### config.mk
export PLATFORM = sky130hd
export DESIGN_NAME = alu_mismatch_monitor
export DESIGN_NICKNAME = d
export VERILOG_FILES = /design/src/rtl/alu_mon_pkg.sv /design/src/rtl/mon_fifo.sv /design/src/rtl/alu_mismatch_monitor.sv
export SDC_FILE = /design/constraint.sdc
export NUM_CORES = 1
export LEC_CHECK = 0
export BUFFER_PORTS_ARGS = -buffer_cell sky130_fd_sc_hd__buf_2
export CELL_PAD_IN_SITES_DETAIL_PLACEMENT = 0
export CELL_PAD_IN_SITES_GLOBAL_PLACEMENT = 2
export CORE_UTILIZATION = 40
export CTS_BUF_LIST = sky130_fd_sc_hd__clkbuf_8
export DETAILED_ROUTE_END_ITERATION = 10
export PLACE_DENSITY_LB_ADDON = 0.08
export SLEW_MARGIN = 5
export SYNTH_ARGS = -nofsm -noshare
export SYNTH_HDL_FRONTEND = slang
export SYNTH_HIERARCHICAL = 1
export SYNTH_SLANG_ARGS = --single-unit
### constraint.sdc
create_clock -name clk -period 5.82 [get_ports clk]
set_clock_uncertainty 0.2 [all_clocks]
set_input_delay 0.291 -clock clk [delete_from_list [all_inputs] [get_ports clk]]
set_output_delay 0.291 -clock clk [all_outputs]
set_load 0.05 [all_outputs]
### src/rtl/alu_mon_pkg.sv
// alu_mon_pkg: record layout, trigger pattern and FSM states shared by the ALU mismatch monitor
package alu_mon_pkg;
  localparam int REC_W = 24;
  localparam int OFF_FLG_T = 0;
  localparam int OFF_RES_T = 3;
  localparam int OFF_FLG_C = 7;
  localparam int OFF_RES_C = 10;
  localparam int OFF_OP = 14;
  localparam int OFF_B = 16;
  localparam int OFF_A = 20;
  localparam logic [3:0] TRIG_A = 4'hF;
  localparam logic [3:0] TRIG_B = 4'hF;
  localparam logic [1:0] TRIG_OP = 2'b00;
  typedef enum logic [1:0] {S_IDLE, S_RUN, S_DONE} state_t;
endpackage

### src/rtl/mon_fifo.sv
// mon_fifo: synchronous record FIFO; a push while full succeeds only alongside a pop, and the output holds the last popped word while empty
module mon_fifo #(
  parameter int DEPTH = 8,
  parameter int WIDTH = 24
) (
  input  logic                     clk,
  input  logic                     rst_n,
  input  logic                     clr,
  input  logic                     push,
  input  logic [WIDTH-1:0]         wdata,
  input  logic                     pop,
  output logic [WIDTH-1:0]         rdata,
  output logic                     full,
  output logic                     empty,
  output logic [$clog2(DEPTH):0]   level
);
  localparam int AW = $clog2(DEPTH);
  logic [WIDTH-1:0] mem [DEPTH];
  logic [AW-1:0] wp, rp;
  logic [WIDTH-1:0] last;
  logic do_pop, do_push;
  assign empty = level == '0;
  assign full = level == (AW+1)'(DEPTH);
  assign do_pop = pop && !empty;
  assign do_push = push && (!full || do_pop);
  assign rdata = empty ? last : mem[rp];
  always_ff @(posedge clk) begin
    if (do_push) mem[wp] <= wdata;
  end
  always_ff @(posedge clk) begin
    if (!rst_n) last <= '0;
    else if (do_pop) last <= mem[rp];
  end
  always_ff @(posedge clk) begin
    if (!rst_n || clr) begin
      wp <= '0;
      rp <= '0;
      level <= '0;
    end else begin
      if (do_push) wp <= wp + 1'b1;
      if (do_pop) rp <= rp + 1'b1;
      level <= level + (AW+1)'(do_push) - (AW+1)'(do_pop);
    end
  end
endmodule

### src/rtl/alu_mismatch_monitor.sv
// alu_mismatch_monitor: compares clean vs Trojan ALU results per sample, counts tests/mismatches/trigger hits and queues mismatch records
module alu_mismatch_monitor
  import alu_mon_pkg::*;
#(
  parameter int EXPECT_TESTS = 1024,
  parameter int FIFO_DEPTH = 8,
  parameter int CNT_W = 16
) (
  input  logic              clk,
  input  logic              rst_n,
  input  logic              start,
  input  logic              clear,
  input  logic              sample_valid,
  input  logic [3:0]        a,
  input  logic [3:0]        b,
  input  logic [1:0]        op,
  input  logic [3:0]        res_c,
  input  logic [3:0]        res_t,
  input  logic [2:0]        flg_c,
  input  logic [2:0]        flg_t,
  input  logic              rd_ready,
  output logic              rd_valid,
  output logic [REC_W-1:0]  rd_data,
  output logic [CNT_W-1:0]  test_cnt,
  output logic [CNT_W-1:0]  mis_cnt,
  output logic [CNT_W-1:0]  trig_cnt,
  output logic              drop_sticky,
  output logic              busy,
  output logic              done
);
  localparam int IW = $clog2(EXPECT_TESTS + 1);
  state_t state_q, state_d;
  logic [IW-1:0] issued;
  logic cap_v;
  logic [REC_W-1:0] cap_rec;
  logic flush, capture, mism, trig, push, pop, last, fifo_full, fifo_empty;
  logic [$clog2(FIFO_DEPTH):0] level_unused;
  assign flush = clear || (start && state_q == S_DONE);
  assign capture = sample_valid && state_q == S_RUN && issued < IW'(EXPECT_TESTS);
  assign mism = cap_rec[OFF_RES_C +: 4] != cap_rec[OFF_RES_T +: 4] || cap_rec[OFF_FLG_C +: 3] != cap_rec[OFF_FLG_T +: 3];
  assign trig = cap_rec[OFF_A +: 4] == TRIG_A && cap_rec[OFF_B +: 4] == TRIG_B && cap_rec[OFF_OP +: 2] == TRIG_OP;
  assign push = cap_v && mism && !flush;
  assign pop = rd_valid && rd_ready;
  assign last = cap_v && test_cnt == CNT_W'(EXPECT_TESTS - 1);
  assign rd_valid = !fifo_empty;
  assign busy = state_q == S_RUN;
  assign done = state_q == S_DONE;
  always_comb begin
    state_d = clear ? state_q : (start && state_q != S_RUN) ? S_RUN : (last && state_q == S_RUN) ? S_DONE : state_q;
  end
  always_ff @(posedge clk) begin
    state_q <= !rst_n ? S_IDLE : state_d;
  end
  always_ff @(posedge clk) begin
    if (capture) cap_rec <= {a, b, op, res_c, flg_c, res_t, flg_t};
  end
  always_ff @(posedge clk) begin
    if (!rst_n || flush) begin
      test_cnt <= '0;
      mis_cnt <= '0;
      trig_cnt <= '0;
      drop_sticky <= 1'b0;
      issued <= '0;
      cap_v <= 1'b0;
    end else begin
      cap_v <= capture;
      if (capture) issued <= issued + 1'b1;
      if (cap_v) test_cnt <= test_cnt + CNT_W'(!(&test_cnt));
      if (cap_v && mism) mis_cnt <= mis_cnt + CNT_W'(!(&mis_cnt));
      if (cap_v && trig) trig_cnt <= trig_cnt + CNT_W'(!(&trig_cnt));
      if (push && fifo_full && !pop) drop_sticky <= 1'b1;
    end
  end
  mon_fifo #(.DEPTH(FIFO_DEPTH), .WIDTH(REC_W)) u_fifo (
    .clk   (clk),
    .rst_n (rst_n),
    .clr   (flush),
    .push  (push),
    .wdata (cap_rec),
    .pop   (pop),
    .rdata (rd_data),
    .full  (fifo_full),
    .empty (fifo_empty),
    .level (level_unused)
  );
endmodule

== Word level (Yosys, flattened, before mapping) ==
Memory sizes are Yosys's and may differ from the RTL's. A register that Yosys moved wholly into a read port is not among the register bits.
Index checks and enable logic that the tools add are counted.
Cells by class
  $add $sub $neg: 8
  $mul: 0
  divide/modulo/power cells: 0
  $lt $le $gt $ge: 1
  equal/unequal tests: 9
  shift operators: 0
  muxes and demuxes: 7
  bitwise logic cells: 1
  reduce and logical (&&, ||, !) cells: 35
Operators with widths (count)
  $add 16x1->16: 3
  $reduce_and 16->1: 3
  $mux 24: 1
  $eq 16x10->1 const B: 1
  $logic_and 1x1->1: 16
  $eq 4x4->1 const B: 3
  $add 11x1->11 const B: 1
  $lt 11x11->1 const B: 1
  $logic_not 1->1: 8
  $add 3x1->3 const B: 2
  $mux 3: 2
  $add 4x1->4: 1
  $logic_not 4->1: 1
  $logic_or 1x1->1: 4
  $mux 2: 2
  $ne 4x4->1: 1
  $sub 4x1->4: 1
  $ne 3x3->1: 1
  $eq 2x1->1 const B: 1
  $eq 2x2->1 const B: 1
  $logic_not 2->1: 1
  $mux 1: 2
  $ne 2x1->1 const B: 1
  $reduce_and 2->1: 1
  2 further kinds: 2
Word-level totals
  flip-flop bits (word level): 121
  latch bits: 0
  bits in writable memories: 192
  bits in read-only memories: 0
  word-level logic and storage cells: 74
  memories: 1
Memory list
  u_fifo.mem: words 8, width 24, rd ports 1, clocked after Yosys merged registers in 1, write ports 1, RTL line mon_fifo.sv:18  | logic [WIDTH-1:0] mem [DEPTH];

== Logic depth before layout (Yosys ltp) ==
Gate-level depths: netlist (run 1).
  depth after elaboration: 8
  gate-level depth with buffers: 14
  mapped depth without buffers: 12

== Cells and area by module ==
The synthesis (run 1) kept the hierarchy.
Modules (own cells, without submodules)
  mon_fifo: times used 1, cells an instance 572, area each 9063.7 um^2, seq. area each 6506.2 um^2
  alu_mismatch_monitor: times used 1, cells an instance 377, area each 3838.7 um^2, seq. area each 1981.9 um^2

== Worst setup path after synthesis (run 1) ==
OpenSTA, ideal clock, no wires.
  path type: register to register
  from: reg u_fifo.level[2]
  to: mem u_fifo.mem[0][0] (enable)
  library setup time: 0.435 ns
  arrival time: 3.475 ns
  setup slack: 1.710 ns
  stages on the path, launching flop included: 10
  buffers on the path: 1
  period minus slack after synthesis: 4.110 ns
  cells stage by stage: dfxtp_1 > inv_1 > ha_1 > nor3b_2 > clkbuf_1 > nor2b_1 > nor2b_1 > o21ai_2 > or2_2 > nor3_1
On the way
  cells in the longest elaborated chain, start to end: 8
  elaborated cells on any way between the ends: 10
  those cells by class: eq/ne: 1; mux: 2; reduce/logical: 7
RTL lines
  start: declaration: RTL line mon_fifo.sv:15  | output logic [$clog2(DEPTH):0] level
  start signal: assignment: RTL line mon_fifo.sv:42  | level <= level + (AW+1)'(do_push) - (AW+1)'(do_pop);
  $logic_not 4->1: RTL line mon_fifo.sv:22  | assign empty = level == '0;
  named net fifo_empty: RTL line alu_mismatch_monitor.sv:36  | logic flush, capture, mism, trig, push, pop, last, fifo_full, fifo_empty;
  $logic_not 1->1: RTL line alu_mismatch_monitor.sv:45  | assign rd_valid = !fifo_empty;
  $logic_and 1x1->1: RTL line alu_mismatch_monitor.sv:43  | assign pop = rd_valid && rd_ready;
  named net pop: RTL line alu_mismatch_monitor.sv:36
  $logic_and 1x1->1: RTL line mon_fifo.sv:24  | assign do_pop = pop && !empty;
  $logic_or 1x1->1: RTL line mon_fifo.sv:25  | assign do_push = push && (!full || do_pop);
  $logic_and 1x1->1: RTL line mon_fifo.sv:25
  $mux 1: RTL line mon_fifo.sv:28  | if (do_push) mem[wp] <= wdata;
  $mux 1 (implied by the code): RTL line mon_fifo.sv:28
  end: declaration: RTL line mon_fifo.sv:18
The timed path passes the listed nets, and every way through them passes these cells.

==> results of run 1 <==
-- flip-flops by register name, summed over array words and instances (netlist names), 4 cells and up, named ones only --
signal        flops
mis_cnt          16
issued           11
u_fifo/last      24
u_fifo/mem      192
trig_cnt         16
test_cnt         16
u_fifo/level      4
cap_rec          24
-- worst min-delay path by stage --
stage,from,endpoint
after floorplan,flg_t[0],cap_rec[0]
after global placement,issued[10],issued[10]
after detailed placement,issued[10],issued[10]
after CTS,rst_n,u_fifo/last[15]
after global routing,rst_n,state_q[1]
final,rst_n,u_fifo/last[15]
-- logic make-up (layout without fill, tap and decap cells) --
group | Yosys count | after routing | share of synthesized area [%]
flops | 316 | 316 | 65.8
simple gates | 234 | 234 | 9.24
compound gates | 157 | 157 | 7.95
mux | 102 | 102 | 8.36
buf+inv | 64 | 261 | 2.95
xor+xnor | 59 | 59 | 4.01
fa+ha+maj | 17 | 17 | 1.71
other cells | 0 | 1 | 0
-- power groups by stage --
stage	clock network [uW]	logic [uW]	registers (uW)
final	1860	67.4	2410
after global routing	2040	73.5	2410
after global placement	0	54.0	2460
after floorplan	0	30.6	2450
after CTS	1920	68.7	2410
after detailed placement	0	54.1	2460
-- per-stage QoR --
step                      instances  instance area, um^2
after floorplan                 949                12900
after global placement         1423                13800
after detailed placement       1423                13800
after CTS                      1548                15100
after global routing           1549                15100
final                          1549                15100
-- cells in the mapped netlist (all sizes together) (2+ instances only) --
library cell,n
a21oi,32
o21ai,60
edfxtp,216
nor2,80
xor2,39
o2111ai,6
xnor2,20
dfxtp,100
nor3b,2
ha,16
and2,6
nand2,46
nand3,20
o211ai,8
a21o,2
a22oi,23
clkbuf,18
and2b,2
nor2b,7
nand4,22
mux2i,56
nand4b,2
nor3,7
or2,2
o221ai,21
inv,14
and3,13
and4,4
nor4,3
mux2,46
nand2b,7
buf,32
or4,2
or3,5
-- final cells by class --
class / instances / area, um^2 / share of cell area [%]
sequential: 316 / 8490 / 56.4
multi-input combinational: 569 / 4090 / 27.1
timing repair buffer: 149 / 923 / 6.13
clock buffer: 55 / 757 / 5.03
tap: 402 / 503 / 3.34
clock inverter: 43 / 243 / 1.61
inverter: 14 / 52.6 / 0.349
antenna: 1 / 2.50 / 0.0166
-- metal layers --
layer,track usage (%),up-vias,part of all wire [%]
li1,-,3869,-
met1,26.5,3828,49
met2,27.0,222,44
met3,3.91,36,6.2
met4,4.54,0,1.4
met5,0,-,0
-- what timing repair did --
item                                   in CTS  in global routing
endpoints found under the hold margin      26                  0
setup buffers                               0                  0
hold buffers                               27                  0
-- worst max-delay path, delay by kind of cell, from the launching register on --
kind,cells,cell delay (ns)
multiplexers,1,0.40
buffers and inverters,2,0.82
flip-flops,1,0.75
AO/OA/AOI/OAI,2,0.58
==> run summary, run 1 <==
achievable frequency = 275 MHz
worst-skew pair later-pin latency = 0.57 ns
launching point of the worst reg2reg path = cap_rec[13]
Post-synth EDFFs = 216
Syn Area/Cell = 13.6 um^2
outcome = finished clean
terminus of the critical flop-to-flop path = u_fifo/mem[2][6]
sequential area share after synthesis = 65.8%
first-pass GRT wire length = 45800 um
flops & latches, synth = 316
Clk pwr share = 42.9%
Tcrit/Tclk final = 62.4%
drt wl/cell = 18.9 um
Die Wd = 182 um
CTS tree = yes
leading area contributor after synthesis = edfxtp_1
GP Congestion = 0.715
CTS clock-pin slew for the worst setup and hold paths = 0.06 ns
cell chain of the critical path = buf_4 -> mux2_2 -> o221ai_1 -> o21ai_1 -> buf_2
Rel. slew slack = 28.5%
commonest non-fill, non-tap cell in the layout = edfxtp_1
IO Pins = 106
number of global-route vias before repair = 7781
Worst Max-Slew Pin Slew = 1.07 ns
clock buffer count from CTS = 55
Net count, final = 1152
final worst slack = 2.19 ns
Crit-path slowest cell = dfxtp_4
kind of end point of the critical path = primary output
R2R setup slack = 2.19 ns
commonest non-fill, non-tap cells in the layout = edfxtp_1 (216), buf_2 (105), dfxtp_1 (99)
crit path to = rd_data[15]
initial antenna violation count = 3
initial core utilization = 40.8%
clock sink total = 316
drt total wl = 29200 um
Largest stage delay, worst path = 0.75 ns
Worst Hold Class = input pin to register
Worst EP arrival = 3.14 ns
H-tree Lvls = 2
Pint = 3400 uW
die height = 182 um
final antenna-violating net count = 0
FF-to-FF path depth = 9
average vias per placed instance = 5.14
post-cts resize count = 0
Fin. Hold Viols = 0
pin count of the biggest net entering global routing = 54
synthesized area = 12900 um^2
Longest Clk Path Bufs = 3
CTS Root Cell = clkbuf_8
final setup TNS = 0 ns
max_cap viols = 0
Hold Crit Depth = 3
Req. time, crit path = 5.33 ns
Core Box Area = 31600 um^2
Yosys Warn Count = 6
count of pins over their slew limit = 0
drt pass-1 iters = 4
die area = 33000 um^2
Unique masters post-synth = 59
Syn Inst Count = 949
GRT overflow = 0
top area cells in the synthesized netlist = edfxtp_1 (50%), dfxtp_1 (16%), mux2i_1 (4.3%)
DR iter-0 viols = 507
Fill cells = 2866
Placement Setup Slack = 2.19 ns
Cell Rows = 65
RSZ-0062 raised after global routing = false
overall power = 4340 uW
Comb power frac = 1.6%
Synth top area share = 50.3%
DRC Markers = 0
Switch Pwr = 941 uW
FFs w/ async S/R, synth = 0%
Util after Layout = 47.6%
area grow syn2layout = 16.7%
IO Port Bufs = 105
leakage = 0.00525 uW
switch share = 21.7%
Final setup violation count = 0
final critical-path required period = 3.63 ns
Total Routing Usage GR = 18.0%
critical path type = register to primary output
most used flip-flop cell after synthesis = edfxtp_1
Setup crit start kind = register
syn nets = 996
Post-DP HPWL = 17400 um
crit-path max FO = 39
layout cells sized above 1 = 23.7%
sequential share of power = 55.6%
Max IR drop VDD = 0.177 mV
Vias = 7955
Hold WS = 0.0688 ns
pwr dens = 288 nW/um^2
Note: power is estimated with default switching activity, not from simulation.
==> run 2, diff against run 1 <==
==> constraint.sdc (replaced) <==
create_clock -name clk -period 3 [get_ports clk]
set_clock_uncertainty 0.2 [all_clocks]
set_input_delay 0.15 -clock clk [delete_from_list [all_inputs] [get_ports clk]]
set_output_delay 0.15 -clock clk [all_outputs]
set_load 0.05 [all_outputs]
==> run summary, run 2 (synthesis results as in run 1) <==
outcome = finished clean
average vias per placed instance = 5.08 (-1.1%)
Longest Clk Path Bufs = 3 (unchanged)
initial antenna violation count = 1 (-2)
cell chain of the critical path = nor2_2 -> buf_4 -> a22oi_1 -> o221ai_1 -> o21ai_1 -> buf_2
Worst Hold Class = input pin to register
Vias = 8070 (+1.4%)
Final setup violation count = 0 (unchanged)
H-tree Lvls = 2 (unchanged)
number of flip-flops in the largest register = 192 (unchanged)
area grow syn2layout = 20.0%
number of global-route vias before repair = 7951 (+2.2%)
drt wl/cell = 17.9 um (-4.8%)
count of pins over their slew limit = 0 (unchanged)
Post-DP HPWL = 18400 um (+5.9%)
Req. time, crit path = 2.65 ns (-2.68 ns)
kind of end point of the critical path = primary output
drt pass-1 iters = 4 (unchanged)
final critical-path required period = 2.75 ns
GRT overflow = 0 (unchanged)
Total Routing Usage GR = 17.6% (-0.41 points)
Tcrit/Tclk final = 91.6%
Die Wd = 182 um (unchanged)
crit-path max FO = 17 (-56%)
Worst Path Buf+Inv = 2 (unchanged)
achievable frequency = 364 MHz
clock sink total = 316 (unchanged)
Finished Layout Cells = 1589 (+2.6%)
CTS Root Cell = clkbuf_8
Rel. slew slack = 57.4% (+29 points)
placed cells = 1460 (+2.6%)
pin count of the biggest net entering global routing = 53 (-1.9%)
die height = 182 um (unchanged)
Hold Crit Depth = 5 (+2)
IO Pins = 106 (unchanged)
overall power = 8330 uW (+92%)
Crit-path slowest cell = dfxtp_2
layout cells sized above 1 = 26.1% (+2.4 points)
FF-to-FF path depth = 9 (unchanged)
GP Congestion = 0.736 (+2.9%)
Setup crit start kind = register
clock buffer count from CTS = 54 (-1.8%)
drt total wl = 28500 um (-2.4%)
Fill cells = 2877 (+0.38%)
critical path depth = 6 (+1)
Cell Rows = 65 (unchanged)
Biggest register = u_fifo/mem
DR iter-0 viols = 428 (-16%)
commonest non-fill, non-tap cells in the layout = edfxtp_1 (216), buf_2 (105), dfxtp_1 (97)
die area = 33000 um^2 (unchanged)
Largest regs = u_fifo/mem x192, cap_rec x24, u_fifo/last x24
worst-skew pair later-pin latency = 0.58 ns (about the same)
Worst EP arrival = 2.40 ns (-0.74 ns)
RSZ-0062 raised after global routing = false
CTS clock-pin slew for the worst setup and hold paths = 0.06 ns (about the same)
Worst Max-Slew Pin Slew = 0.634 ns (-0.438 ns)
Fin. Hold Viols = 0 (unchanged)
initial core utilization = 40.8% (unchanged)
Max IR drop VDD = 0.305 mV (+73%)
critical path type = register to primary output
family with the most delay on the worst path = compound AO/OA/AOI/OAI gates
Ant. Diodes = 0 (-1)
max_cap viols = 0 (unchanged)
leakage = 0.00550 uW (+4.7%)
IO Port Bufs = 105 (unchanged)
final setup TNS = 0 ns (unchanged)
Net count, final = 1194 (+3.6%)
first-pass GRT wire length = 44600 um (-2.7%)
commonest non-fill, non-tap cell in the layout = edfxtp_1
CTS tree = yes
Largest stage delay, worst path = 0.42 ns (-0.33 ns)
DRC Markers = 0 (unchanged)
Core Box Area = 31600 um^2 (unchanged)
pwr dens = 538 nW/um^2 (+87%)
final antenna-violating net count = 0 (unchanged)
run 2: cell count changes in the layout (fill, tap and decap cells not counted), sizes merged:
cell,delta
buf,+41
bufinv,-1
clkbuf,+2
clkinv,-7
clkinvlp,-3
diode,-1
dlygate4sd3,+2
inv,+7
run 2: worst min-delay path: cells and delay by family:
kind / cells / cell delay (ns)
AND/OR/NAND/NOR: 3 / 0.37
buffers and inverters: 1 / 0.15
AO/OA/AOI/OAI: 1 / 0.07
run 2: layer usage:
| layer | track usage [%] | wire length [um] |
|---|---|---|
| met1 | 24.0 | 13300 |
| met2 | 28.5 | 13300 |
| met3 | 3.63 | 1500 |
| met4 | 4.95 | 444 |
| met5 | 0 | 0 |
run 2: final timing paths:
kind           startpoint           to  slack (ns)
max reg2reg   test_cnt[6]  test_cnt[8]        0.26
max              register   rd_data[6]        0.25
min reg2reg  u_fifo/rp[1]     register        0.27
min              rd_ready     register        0.03
run 2: power breakdown:
group          switching, uW  total (uW)  internal, uW
combinational           89.5         157          67.3
clock                   1670        3510          1830
sequential              17.2        4670          4650
total                   1780        8330          6550
run 2: final cells by class:
cell class | instances | area (um^2) | share of cell area, %
timing repair buffer | 192 | 1350 | 8.72
tap | 402 | 503 | 3.25
sequential | 316 | 8490 | 54.9
clock inverter | 39 | 193 | 1.24
multi-input combinational | 569 | 4100 | 26.5
inverter | 14 | 52.6 | 0.340
clock buffer | 57 | 785 | 5.07
run 2: what timing repair did:
action / 4_1_cts / 5_1_grt
endpoints found under the hold margin: 53 / 0
buffers inserted: 1 / 3
resized for setup: 1 / 5
pin swaps: 0 / 0
hold buffers: 29 / 0
endpoints found under the setup margin: 8 / 15
run 2: per-stage QoR:
| stage | hold slack [ns] | area (um^2) | worst slack [ns] | utilization, % |
|---|---|---|---|---|
| after detailed placement | 0.129 | 14200 | 0.305 | 44.8 |
| after global routing | 0.0492 | 15500 | 0.0688 | 48.9 |
| after floorplan | 0.0489 | 12900 | -0.119 | - |
| final | 0.0258 | 15500 | 0.252 | 48.9 |
| after global placement | 0.128 | 14200 | 0.331 | 44.8 |
| after CTS | 0.0103 | 15400 | 0.0575 | 48.8 |
==> run 3, diff against run 2 <==
--- a/config.mk
+++ b/config.mk
@@ -5,13 +5,13 @@
 export SDC_FILE = /design/constraint.sdc
 export NUM_CORES = 1
 export LEC_CHECK = 0
-export BUFFER_PORTS_ARGS = -buffer_cell sky130_fd_sc_hd__buf_2
 export CELL_PAD_IN_SITES_DETAIL_PLACEMENT = 0
 export CELL_PAD_IN_SITES_GLOBAL_PLACEMENT = 2
 export CORE_UTILIZATION = 40
 export CTS_BUF_LIST = sky130_fd_sc_hd__clkbuf_8
 export DETAILED_ROUTE_END_ITERATION = 10
-export PLACE_DENSITY_LB_ADDON = 0.08
+export DONT_BUFFER_PORTS = 1
+export PLACE_DENSITY = 0.81
 export SLEW_MARGIN = 5
 export SYNTH_ARGS = -nofsm -noshare
 export SYNTH_HDL_FRONTEND = slang
==> run summary, run 3 (synthesis results as in run 1) <==
DRC Markers = 0 (unchanged)
max_cap viols = 0 (unchanged)
Worst Max-Slew Pin Slew = 1.09 ns (+0.457 ns)
outcome = finished clean
CTS tree = yes
crit-path max FO = 41 (+24)
count of pins over their slew limit = 0 (unchanged)
H-tree Lvls = 2 (unchanged)
layout cells sized above 1 = 22.4% (-3.8 points)
first-pass GRT wire length = 44500 um (-0.22%)
Largest stage delay, worst path = 0.51 ns (+0.09 ns)
GRT overflow = 0 (unchanged)
CTS clock-pin slew for the worst setup and hold paths = 0.06 ns (about the same)
Tcrit/Tclk final = 94.4% (+2.8 points)
Vias = 7951 (-1.5%)
initial core utilization = 40.8% (unchanged)
area grow syn2layout = 20.2%
number of global-route vias before repair = 8063 (+1.4%)
die area = 33000 um^2 (unchanged)
commonest non-fill, non-tap cells in the layout = edfxtp_1 (216), buf_4 (108), dfxtp_1 (99)
GP Congestion = 0.777 (+5.6%)
family with the most delay on the worst path = flip-flops
die height = 182 um (unchanged)
worst-skew pair later-pin latency = 0.58 ns (about the same)
number of flip-flops in the largest register = 192 (unchanged)
Total Routing Usage GR = 17.3% (-0.33 points)
Die Wd = 182 um (unchanged)
DR iter-0 viols = 490 (+14%)
drt total wl = 27900 um (-2.1%)
commonest non-fill, non-tap cell in the layout = edfxtp_1
Net count, final = 1160 (-2.8%)
pwr dens = 538 nW/um^2 (about the same)
register area = 8490 um^2 (about the same)
Fill cells = 2800 (-2.7%)
Post-DP HPWL = 18300 um (-0.49%)
Largest regs = u_fifo/mem x192, cap_rec x24, u_fifo/last x24
average vias per placed instance = 5.09 (+0.16%)
kind of end point of the critical path = primary output
Worst Hold Class = input pin to register
overall power = 8340 uW (+0.13%)
Crit-path slowest cell = dfxtp_4
Fin. Hold Viols = 0 (unchanged)
Worst EP arrival = 2.48 ns (+0.08 ns)
Max IR drop VDD = 0.328 mV (+7.3%)
drt wl/cell = 17.9 um (-0.42%)
Worst Path Buf+Inv = 2 (unchanged)
Rel. slew slack = 27.0% (-30 points)
Hold WS = 0.0336 ns (+0.00787 ns)
drt pass-1 iters = 4 (unchanged)
CTS Root Cell = clkbuf_8
pin count of the biggest net entering global routing = 52 (-1.9%)
final critical-path required period = 2.83 ns (+0.0843 ns)
achievable frequency = 353 MHz (-3.0%)
Req. time, crit path = 2.65 ns (about the same)
Setup crit start kind = register
cell chain of the critical path = buf_12 -> mux2_2 -> o221ai_1 -> o21ai_1 -> buf_4
IO Pins = 106 (unchanged)
Longest Clk Path Bufs = 3 (unchanged)
RSZ-0062 raised after global routing = false
setup bufs post-CTS = 0 (-1)
initial antenna violation count = 4 (+3)
IO Port Bufs = 0 (-100%)
final antenna-violating net count = 0 (unchanged)
Core Box Area = 31600 um^2 (unchanged)
clock sink total = 316 (unchanged)
Final setup violation count = 0 (unchanged)
clock buffer count from CTS = 53 (-1.9%)
leakage = 0.00532 uW (-3.2%)
Biggest register = u_fifo/mem
critical path type = register to primary output
Cell Rows = 65 (unchanged)
Multi-input gate area = 4100 um^2 (about the same)
run 3: worst register-to-register path, stage by stage (launching register included):
cell and delay (ns):
edfxtp_1 0.42, xnor2_1 0.23, nand4_1 0.19, o21ai_0 0.28, nor2_1 0.15, nand2b_1 0.20
o21ai_0 0.10, ha_1 0.19, inv_1 0.06, fa_1 0.37, xor2_1 0.15, nor2_1 0.05
run 3: power breakdown:
part / switching [uW] / total, uW / leakage (uW) / internal (uW)
registers: 19.5 / 4670 / 0.00275 / 4650
logic: 84.7 / 150 / 0.00200 / 64.9
clock network: 1700 / 3520 / 0.000573 / 1820
total: 1800 / 8340 / 0.00532 / 6540
run 3: final timing paths:
| path | start | endpoint | slack [ns] | cells past startpoint |
|---|---|---|---|---|
| worst max-delay path | register | rd_data[6] | 0.17 | 5 |
| worst min-delay path | res_t[3] | cap_rec[6] | 0.03 | 1 |
| worst max register to register | cap_rec[4] | u_fifo/level[2] | 0.29 | 11 |
| worst min register to register | issued[8] | issued[8] | 0.29 | 2 |
run 3: layout make-up:
cell class | count | share of cell area (%)
Timing Repair Buffer | 159 | 8.85
Multi-Input combinational cell | 569 | 26.4
Clock buffer | 56 | 4.97
Sequential cell | 316 | 54.7
Clock inverter | 44 | 1.39
Tap cell | 402 | 3.24
Antenna cell | 3 | 0.0484
Inverter | 14 | 0.339
run 3: metrics by stage:
step | area [um^2] | instances | setup WS (ns) | setup TNS, ns | util [%]
after detailed placement | 14100 | 1415 | 0.294 | 0 | 44.4
after CTS | 15500 | 1560 | 0.110 | 0 | 49.0
final | 15500 | 1563 | 0.168 | 0 | 49.0
after floorplan | 12900 | 949 | -0.119 | -9.23 | -
after global placement | 14100 | 1415 | 0.350 | 0 | 44.4
after global routing | 15500 | 1563 | 0.000807 | 0 | 49.0
run 3: per-layer routing:
metal	share of wire (%)	track usage, %	up-vias
met3	6.4	4.21	45
met4	1.8	5.12	2
met1	46	23.9	3795
met2	45	26.9	218
met5	0.047	0	-
li1	-	-	3891
run 3: what timing repair did:
action / in CTS / in global routing
endpoints found under the setup margin: 23 / 1
hold buffers: 45 / 0
endpoints found under the hold margin: 76 / 0
cloned: 0 / 0
resized for setup: 1 / 1
